==> src/rtl/avalon_rsa_batch.sv <==
// avalon_rsa_batch: batch sequencer for an RSA core behind an Avalon-MM master.
// Each job is three WORDS-word operands followed by a WORDS-word result slot.
// For every job the operands are streamed from memory into the core, the core
// is kicked, and the result is streamed back to memory.
// Optional feature: define AVALON_RSA_BATCH_IRQ_EN to add a sticky irq output
// with an irq_clear input; without it those two ports do not exist.
module avalon_rsa_batch #(
    parameter int ADDR_W = 32,
    parameter int DATA_W = 8,
    parameter int WORDS  = 32,
    parameter int CNT_W  = 16
) (
    input  logic                     clk,
    input  logic                     reset,
`ifdef AVALON_RSA_BATCH_IRQ_EN
    output logic                     irq,
    input  logic                     irq_clear,
`endif
    input  logic                     start,
    input  logic [ADDR_W-1:0]        base_addr,
    input  logic [CNT_W-1:0]         job_count,
    output logic                     busy,
    output logic                     done,
    input  logic                     avm_m0_waitrequest,
    output logic [ADDR_W-1:0]        avm_m0_address,
    output logic                     avm_m0_read,
    output logic                     avm_m0_write,
    input  logic [DATA_W-1:0]        avm_m0_readdata,
    output logic [DATA_W-1:0]        avm_m0_writedata,
    output logic                     core_we,
    output logic                     core_oe,
    output logic                     core_start,
    output logic [1:0]               core_reg_sel,
    output logic [$clog2(WORDS)-1:0] core_addr,
    output logic [DATA_W-1:0]        core_data_i,
    input  logic [DATA_W-1:0]        core_data_o,
    input  logic                     core_ready
);

    localparam int                IDX_W    = $clog2(WORDS);
    localparam logic [ADDR_W-1:0] STEP     = ADDR_W'(DATA_W / 8);
    localparam logic [ADDR_W-1:0] STRIDE   = ADDR_W'(4 * WORDS * (DATA_W / 8));
    localparam logic [IDX_W-1:0]  LAST_IDX = IDX_W'(WORDS - 1);
    localparam logic [IDX_W-1:0]  IDX_ONE  = IDX_W'(1);
    localparam logic [CNT_W-1:0]  CNT_ONE  = CNT_W'(1);

    typedef enum logic [2:0] {
        IDLE,
        READ,
        START,
        WAIT,
        WRITE,
        NEXT
    } state_t;

    typedef enum logic [1:0] {
        OP0,
        OP1,
        OP2
    } op_t;

    state_t            state;
    op_t               op;
    logic [ADDR_W-1:0] job_base;
    logic [CNT_W-1:0]  remaining;
    logic [IDX_W-1:0]  word_idx;
    logic              wait_armed;
    logic              bus_accept;

    assign bus_accept = ~avm_m0_waitrequest;

    // Batch sequencer: owns the state, the job bookkeeping and every registered output.
    // Operands and result of a job sit back to back, so the bus address simply
    // keeps stepping from the first operand word through the last result word.
    always_ff @(posedge clk) begin
        if (reset) begin
            state          <= IDLE;
            op             <= OP0;
            job_base       <= '0;
            remaining      <= '0;
            word_idx       <= '0;
            wait_armed     <= 1'b0;
            busy           <= 1'b0;
            done           <= 1'b0;
            avm_m0_address <= '0;
            avm_m0_read    <= 1'b0;
            avm_m0_write   <= 1'b0;
        end else begin
            done <= 1'b0;
            case (state)
                IDLE: begin
                    if (start) begin
                        job_base       <= base_addr;
                        remaining      <= job_count;
                        avm_m0_address <= base_addr;
                        word_idx       <= '0;
                        op             <= OP0;
                        busy           <= 1'b1;
                        if (job_count == '0) begin
                            state <= NEXT;
                        end else begin
                            state       <= READ;
                            avm_m0_read <= 1'b1;
                        end
                    end
                end

                READ: begin
                    if (bus_accept) begin
                        avm_m0_address <= avm_m0_address + STEP;
                        word_idx       <= word_idx + IDX_ONE;
                        if (word_idx == LAST_IDX) begin
                            case (op)
                                OP0: op <= OP1;
                                OP1: op <= OP2;
                                default: begin
                                    avm_m0_read <= 1'b0;
                                    state       <= START;
                                end
                            endcase
                        end
                    end
                end

                START: begin
                    wait_armed <= 1'b0;
                    state      <= WAIT;
                end

                WAIT: begin
                    if (!wait_armed) begin
                        wait_armed <= 1'b1;
                    end else if (core_ready) begin
                        avm_m0_write <= 1'b1;
                        state        <= WRITE;
                    end
                end

                WRITE: begin
                    if (bus_accept) begin
                        avm_m0_address <= avm_m0_address + STEP;
                        word_idx       <= word_idx + IDX_ONE;
                        if (word_idx == LAST_IDX) begin
                            avm_m0_write <= 1'b0;
                            state        <= NEXT;
                        end
                    end
                end

                NEXT: begin
                    if (remaining <= CNT_ONE) begin
                        remaining <= '0;
                        done      <= 1'b1;
                        busy      <= 1'b0;
                        state     <= IDLE;
                    end else begin
                        remaining      <= remaining - CNT_ONE;
                        job_base       <= job_base + STRIDE;
                        avm_m0_address <= job_base + STRIDE;
                        word_idx       <= '0;
                        op             <= OP0;
                        avm_m0_read    <= 1'b1;
                        state          <= READ;
                    end
                end

                default: begin
                    state <= IDLE;
                end
            endcase
        end
    end

    // Core-side strobes follow the bus handshake in the same cycle, so a stalled
    // read never writes the core and result data passes straight to the bus.
    always_comb begin
        core_we          = 1'b0;
        core_oe          = 1'b0;
        core_start       = 1'b0;
        core_reg_sel     = 2'b00;
        core_addr        = '0;
        core_data_i      = '0;
        avm_m0_writedata = '0;
        case (state)
            READ: begin
                core_addr = word_idx;
                if (bus_accept) begin
                    core_we     = 1'b1;
                    core_data_i = avm_m0_readdata;
                    case (op)
                        OP0:     core_reg_sel = 2'b10;
                        OP1:     core_reg_sel = 2'b11;
                        default: core_reg_sel = 2'b01;
                    endcase
                end
            end
            START: begin
                core_start = 1'b1;
            end
            WRITE: begin
                core_oe          = 1'b1;
                core_addr        = word_idx;
                avm_m0_writedata = core_data_o;
            end
            default: begin
                core_we = 1'b0;
            end
        endcase
    end

`ifdef AVALON_RSA_BATCH_IRQ_EN
    // Sticky completion interrupt; a finishing batch wins over a same-cycle clear.
    always_ff @(posedge clk) begin
        if (reset) begin
            irq <= 1'b0;
        end else if (done) begin
            irq <= 1'b1;
        end else if (irq_clear) begin
            irq <= 1'b0;
        end
    end
`endif

endmodule

==> config.mk <==
export PLATFORM = sky130hd
export DESIGN_NAME = avalon_rsa_batch
export DESIGN_NICKNAME = d
export VERILOG_FILES = /design/src/rtl/avalon_rsa_batch.sv
export SDC_FILE = /design/constraint.sdc
export NUM_CORES = 1
export LEC_CHECK = 0
export ABC_AREA = 1
export ABC_CLOCK_PERIOD_IN_PS = 1700
export BUFFER_PORTS_ARGS = -buffer_cell sky130_fd_sc_hd__buf_2
export CAP_MARGIN = 20
export CORE_MARGIN = 3
export CORE_UTILIZATION = 51
export DETAILED_ROUTE_END_ITERATION = 10
export GPL_TIMING_DRIVEN = 0
export PLACE_DENSITY = 0.86
export SETUP_SLACK_MARGIN = 0.5
export SYNTH_ARGS = -nofsm -noshare
export SYNTH_HDL_FRONTEND = slang
export SYNTH_SLANG_ARGS = --single-unit
==> constraint.sdc <==
create_clock -name clk -period 1.7 [get_ports clk]
set_input_delay 0.255 -clock clk [delete_from_list [all_inputs] [get_ports clk]]
set_output_delay 0.255 -clock clk [all_outputs]
set_load 0.05 [all_outputs]
==> key figures, run 1 <==
Outcome
  – Status: stopped before the end
  – Last stage: global routing (5_1_grt)
  – Stop Error: [ERROR GRT-0232] Routing congestion too high. Check the congestion heatmap in the GUI.

Clock tree
  – Clock sinks: 95
  – CTS Buf Count: 9
  – H-tree depth: 3
  – Max Root-Sink Buffers: 2
  – Root buf cell: clkbuf_16

Yosys
  – Adder-cell share of the synthesized area: approximately 1.1%
  – Yosys warns: 0
  – Synthesized instance count: roughly 1.1k
  – Synth cell types: between 40 and 50
  – Post-synthesis mux area share: 0%
  – Register bit count reported by yosys: 95
  – Post-Synth XOR/XNOR Area: ~1.2%
  – Largest family of logic cells by synthesized area: simple AND/OR/NAND/NOR gates
  – Syn_nets: between 1k and 1.5k
  – Avg Inst Size Synth: 5.84 um2
  – Synthesized cell area: around 6600 um2
  – Sequential-to-total area share from yosys stat: between 20% and 30%
  – Complex-gate fraction of the synthesized area: 16.5%
  – Post-synthesis simple-gate area fraction: approximately 42%

STA
  – Worst endpoint after global-route timing repair: word_idx[0]$_SDFFE_PP0P_/D
  – Worst_ep kind: sequential cell input

Placed design
  – Post-DP HPWL: around 17000 um
  – Port bufs: roughly 130
  – Final RePlAce weighted congestion: 0.976
  – Setup Slack @ Placement: -0.210 ns

Die
  – Starting Density: a little over half
  – I/O pin total: 131
  – Die height: 120 um
  – Die X: 120 um
  – Floorplan row count: 41

Global routing
  – Pin count of the biggest net entering global routing: 16
  – Total gr overflow: 7
  – Global Route Usage Sum: roughly three quarters
==> Yosys cell counts, drive strengths merged <==
cell    number  area, um2
xnor2        2       17.5
nand3      118        601
nor3b        1       7.51
dfxtp       95       1900
a21o         1       7.51
clkbuf      19       71.3
buf         24        168
o21ai       82        422
nor3         8       45.0
o22ai        1       6.26
a211oi       1       12.5
clkinv       1       3.75
nand3b       6       45.0
ha           6       75.1
o211a        1       10.0
o211ai      10       80.1
a41oi        1       8.76
a22oi        2       15.0
a21oi       92        472
nand2      310       1180
or2          6       37.5
xor2         7       61.3
inv        123        462
nand4       13       81.3
nor2       199        791
o21bai       8       60.1
==> stage by stage <==
step | TNS (ns) | cell area [um2] | std cells
floorplan | 0 | 7220 | 1137
global placement | -6.34 | 8080 | 1438
detailed placement | -7.68 | 8080 | 1438
CTS | -3.71 | 10300 | 1524
==> per-layer routing <==
layer  GRT overflow  GRT usage (%)
met3              0           59.2
met4              4           72.4
met2              3           89.4
met5              0           31.6
met1              0           74.5
==> kinds of logic after synthesis <==
group	Yosys count
flip-flops	95
adder cells (fa/ha/maj)	6
buffers and inverters	167
AND/OR/NAND/NOR	661
AO/OA/AOI/OAI	199
XOR/XNOR	9
==> what timing repair did <==
item | 4_1_cts
resized for setup | 383
hold buffers | 0
endpoints found under the setup margin | 156
setup buffers | 55
pin swaps | 68
gates cloned | 15
==> run 2, diff against run 1 <==
==> config.mk (replaced) <==
export PLATFORM = sky130hd
export DESIGN_NAME = avalon_rsa_batch
export DESIGN_NICKNAME = d
export VERILOG_FILES = /design/src/rtl/avalon_rsa_batch.sv
export SDC_FILE = /design/constraint.sdc
export NUM_CORES = 1
export LEC_CHECK = 0
export ABC_AREA = 1
export ABC_CLOCK_PERIOD_IN_PS = 2200
export BUFFER_PORTS_ARGS = -buffer_cell sky130_fd_sc_hd__buf_2
export CAP_MARGIN = 20
export CORE_MARGIN = 3
export CORE_UTILIZATION = 40
export DETAILED_ROUTE_END_ITERATION = 10
export GPL_TIMING_DRIVEN = 0
export PLACE_DENSITY_LB_ADDON = 0.15
export SYNTH_ARGS = -nofsm -noshare
export SYNTH_HDL_FRONTEND = slang
export SYNTH_SLANG_ARGS = --single-unit
==> constraint.sdc (replaced) <==
create_clock -name clk -period 2.2 [get_ports clk]
set_input_delay 0.33 -clock clk [delete_from_list [all_inputs] [get_ports clk]]
set_output_delay 0.33 -clock clk [all_outputs]
set_load 0.05 [all_outputs]
==> run 2 against run 1 <==
Compared with the run above: the flow now finishes without violations; synthesized cell count unchanged; area after synthesis unchanged.
==> key figures, run 2 <==
Final layout
  – Fill cells: ~1.8k
  – Most frequent cells in the layout: 304 x nand2_1, 188 x nor2_1, 139 x buf_2
  – Fin nets: between 1k and 1.5k
  – Area grow syn2layout: 20.4%
  – Antenna cells: 0
  – Regs by FF count: avm_m0_address: 32 flops, job_base: 32 flops, remaining: 16 flops
  – Fraction of layout cells with a size suffix above 1: between 10% and 20%
  – Final core occ: around half
  – Cell area after layout: between 8000 and 9000 um2
  – Commonest non-fill, non-tap cell in the layout: nand2_1
  – Final cell count without fillers: ~1.5k

Clock tree
  – CTS tree: yes
  – Hold_buf cts: 0
  – Worst-path clk slew: approximately 0.070 ns
  – Max Root-Sink Buffers: 2
  – Clock Latency Late Sink: about 0.35 ns
  – Clock sinks: 95
  – CTS Buf Count: 9
  – H-tree depth: 3
  – Root buf cell: clkbuf_16

STA
  – Clk_skew: around 0.011 ns
  – Fmax: roughly 470 MHz
  – Max Slew Vio Count: 0
  – Final period utilization: a little over nine tenths
  – Worst-Margin Slew: approximately 0.74 ns
  – Hold Violations, Final: 0
  – Min Hold Slack: between 0.2 and 0.3 ns
  – RSZ-0062 raised after global routing: true
  – Clock period minus worst slack: between 2 and 2.5 ns
  – Total negative slack: 0 ns
  – Worst relative slew slack: between 50% and 60%
  – Final setup violating endpoints: 0
  – PnR worst setup slack: around 0.063 ns

Yosys
  – Ys flop type: dfxtp_1
  – Synth cell types: 41
  – Commonest cells in the netlist: 304 x nand2_1, 193 x nor2_1, 119 x inv_1
  – Leading post-synthesis cells by cell area: dfxtp_1 29%, nand2_1 17%, nor2_1 11%, nand3_1 8.7%, inv_1 6.7%
  – Post-synth EDFFs: 0
  – Share of flip-flops with an asynchronous set or reset: 0%
  – Register bit count reported by yosys: between 90 and 100
  – Area share of the largest cell type after synthesis: between 20% and 30%
  – Cell taking the most area after synthesis: dfxtp_1
  – Top-count cell post-synth: nand2_1
  – Sequential-to-total area share from yosys stat: 28.6%
  – Syn_nets: around 1.2k
  – Synthesized instance count: between 1k and 1.5k
  – Synthesized cell area: between 6000 and 7000 um2
  – Avg Inst Size Synth: a little under 6 um2
  – Yosys warns: 0

Routing
  – Total Wirelength: 23400 um
  – Vias per cell: 5.14
  – DR WL/cell: between 15 and 20 um
  – First-pass DRT Iterations: 6
  – Initial DRC count: roughly 700
  – Post-route ant nets: 0
  – DRC: 0
  – DR vias: 7732

Global routing
  – Initial antenna violation count: 0
  – Total gr overflow: 0
  – Vias in the first global route: between 6k and 7k
  – Pin count of the biggest net entering global routing: 16
  – Global Route Usage Sum: roughly a quarter
  – First-pass GRT wire length: between 30000 and 40000 um

Placed design
  – Placed cell count: around 1.5k
  – Area after DPL: 7570 um2
  – Port bufs: approximately 130
  – Post-DP HPWL: around 18000 um
  – Setup Slack @ Placement: about 0.12 ns
  – Final RePlAce weighted congestion: 0.924

Critical path
  – Crit Path Max Fanout: 8
  – R2R Path Start: state[2]$_SDFFE_PP0P_
  – R2r setup slk: 0.17 ns
  – Path depth of the worst reg2reg path: 7
  – Critical Path AT: between 1.5 and 2 ns
  – Crit. End Element: primary output
  – Req. time, crit path: around 1.9 ns
  – CP Class: flip-flop to primary output
  – Critical path launch point type: flip-flop
  – R2R Path End: avm_m0_address[28]$_SDFFE_PP0P_

Die
  – Floorplan row count: 46
  – Die X: 135 um
  – Full die area: between 15000 and 20000 um2
  – I/O pin total: about 130
  – Starting Density: around two fifths
  – Core footprint: 16100 um2
  – Die height: ~130 um

Hold path
  – Hold Path Sink: job_base[5]$_SDFFE_PP0P_
  – Hold path start: base_addr[5]
  – Hold Path Depth: 3
  – Worst hold-check path type: input port to flip-flop

Power and ir drop
  – Total power: 9.60 mW
  – Pwr Density: about 1200 nW/um2
  – LEAKAGE: 3.74 nW
  – Maximum VDD drop: 0.525 mV

Job
  – Max Cap Viol: 0

Outcome
  – Status: completed
run 2: cell counts after synthesis:
Identical to the previous run, type by type.
run 2: cells by family (layout without fill, tap and decap cells):
kind of cell | Yosys count | in the layout | share of synthesized area (%)
adders and majority gates | 6 | 6 | 1.13
AOI/OAI and AO/OA | 199 | 199 | 16.5
xor gates and xnor gates | 9 | 9 | 1.19
and+or+nand+nor | 661 | 661 | 42.0
buffers and inverters | 167 | 318 | 10.6
DFF | 95 | 95 | 28.6
run 2: power by group:
group	switching [mW]	internal, mW	leakage, nW	total [mW]
Combinational	3.44	1.48	2.79	4.92
Clock	0.729	1.06	0.159	1.79
Sequential	0.662	2.22	0.786	2.88
Total	4.83	4.76	3.74	9.60
run 2: repair_timing:
action / in CTS / in global routing
setup buffers: 0 / 7
hold endpoints to repair: 0 / 0
endpoints found under the setup margin: 5 / 45
gates resized for setup: 5 / 15
pin swaps: 0 / 2
run 2: critical path, cell delays in order (launching register included):
cell and delay, ns:
dfxtp_1 0.33, buf_6 0.13, inv_1 0.04, nor2_1 0.14, nand2_2 0.10, nand2_4 0.14, clkinvlp_4 0.20, nor2_1 0.18
buf_6 0.18
run 2: layer usage:
| layer | wire length, um | part of all wire, % | vias up | global-route usage [%] |
|---|---|---|---|---|
| met4 | 446 | 1.9 | 0 | 7.64 |
| met3 | 1370 | 5.8 | 34 | 2.83 |
| met5 | 0 | 0 | - | 0 |
| met1 | 11100 | 48 | 3492 | 36.9 |
| met2 | 10400 | 45 | 249 | 39.2 |
| li1 | - | - | 3957 | - |
run 2: how the worst max path moves through the flow:
stage	slack [ns]	cells past startpoint	start	to
floorplan	0.19	10	avm_m0_address[0]$_SDFFE_PP0P_	avm_m0_address[30]$_SDFFE_PP0P_
global placement	0.12	13	remaining[0]$_SDFFE_PP0P_	word_idx[0]$_SDFFE_PP0P_
CTS	0.03	8	state[0]$_SDFFE_PP0P_	core_addr[4]
global route	-0.05	8	state[0]$_SDFFE_PP0P_	core_addr[4]
finish	0.06	8	state[0]$_SDFFE_PP0P_	core_addr[4]
detailed placement	0.12	13	remaining[0]$_SDFFE_PP0P_	word_idx[0]$_SDFFE_PP0P_
run 2: final cells by class:
cell class	instances	area [um2]	share of cell area, %
clock buffer	12	256	3.21
sequential	95	1900	23.8
timing repair buffer	136	727	9.09
multi-input combinational	875	4060	50.8
inverter	124	469	5.86
buffer	42	235	2.94
tap	216	270	3.38
clock inverter	4	76.3	0.954
Power figures use the tool's default switching activity.
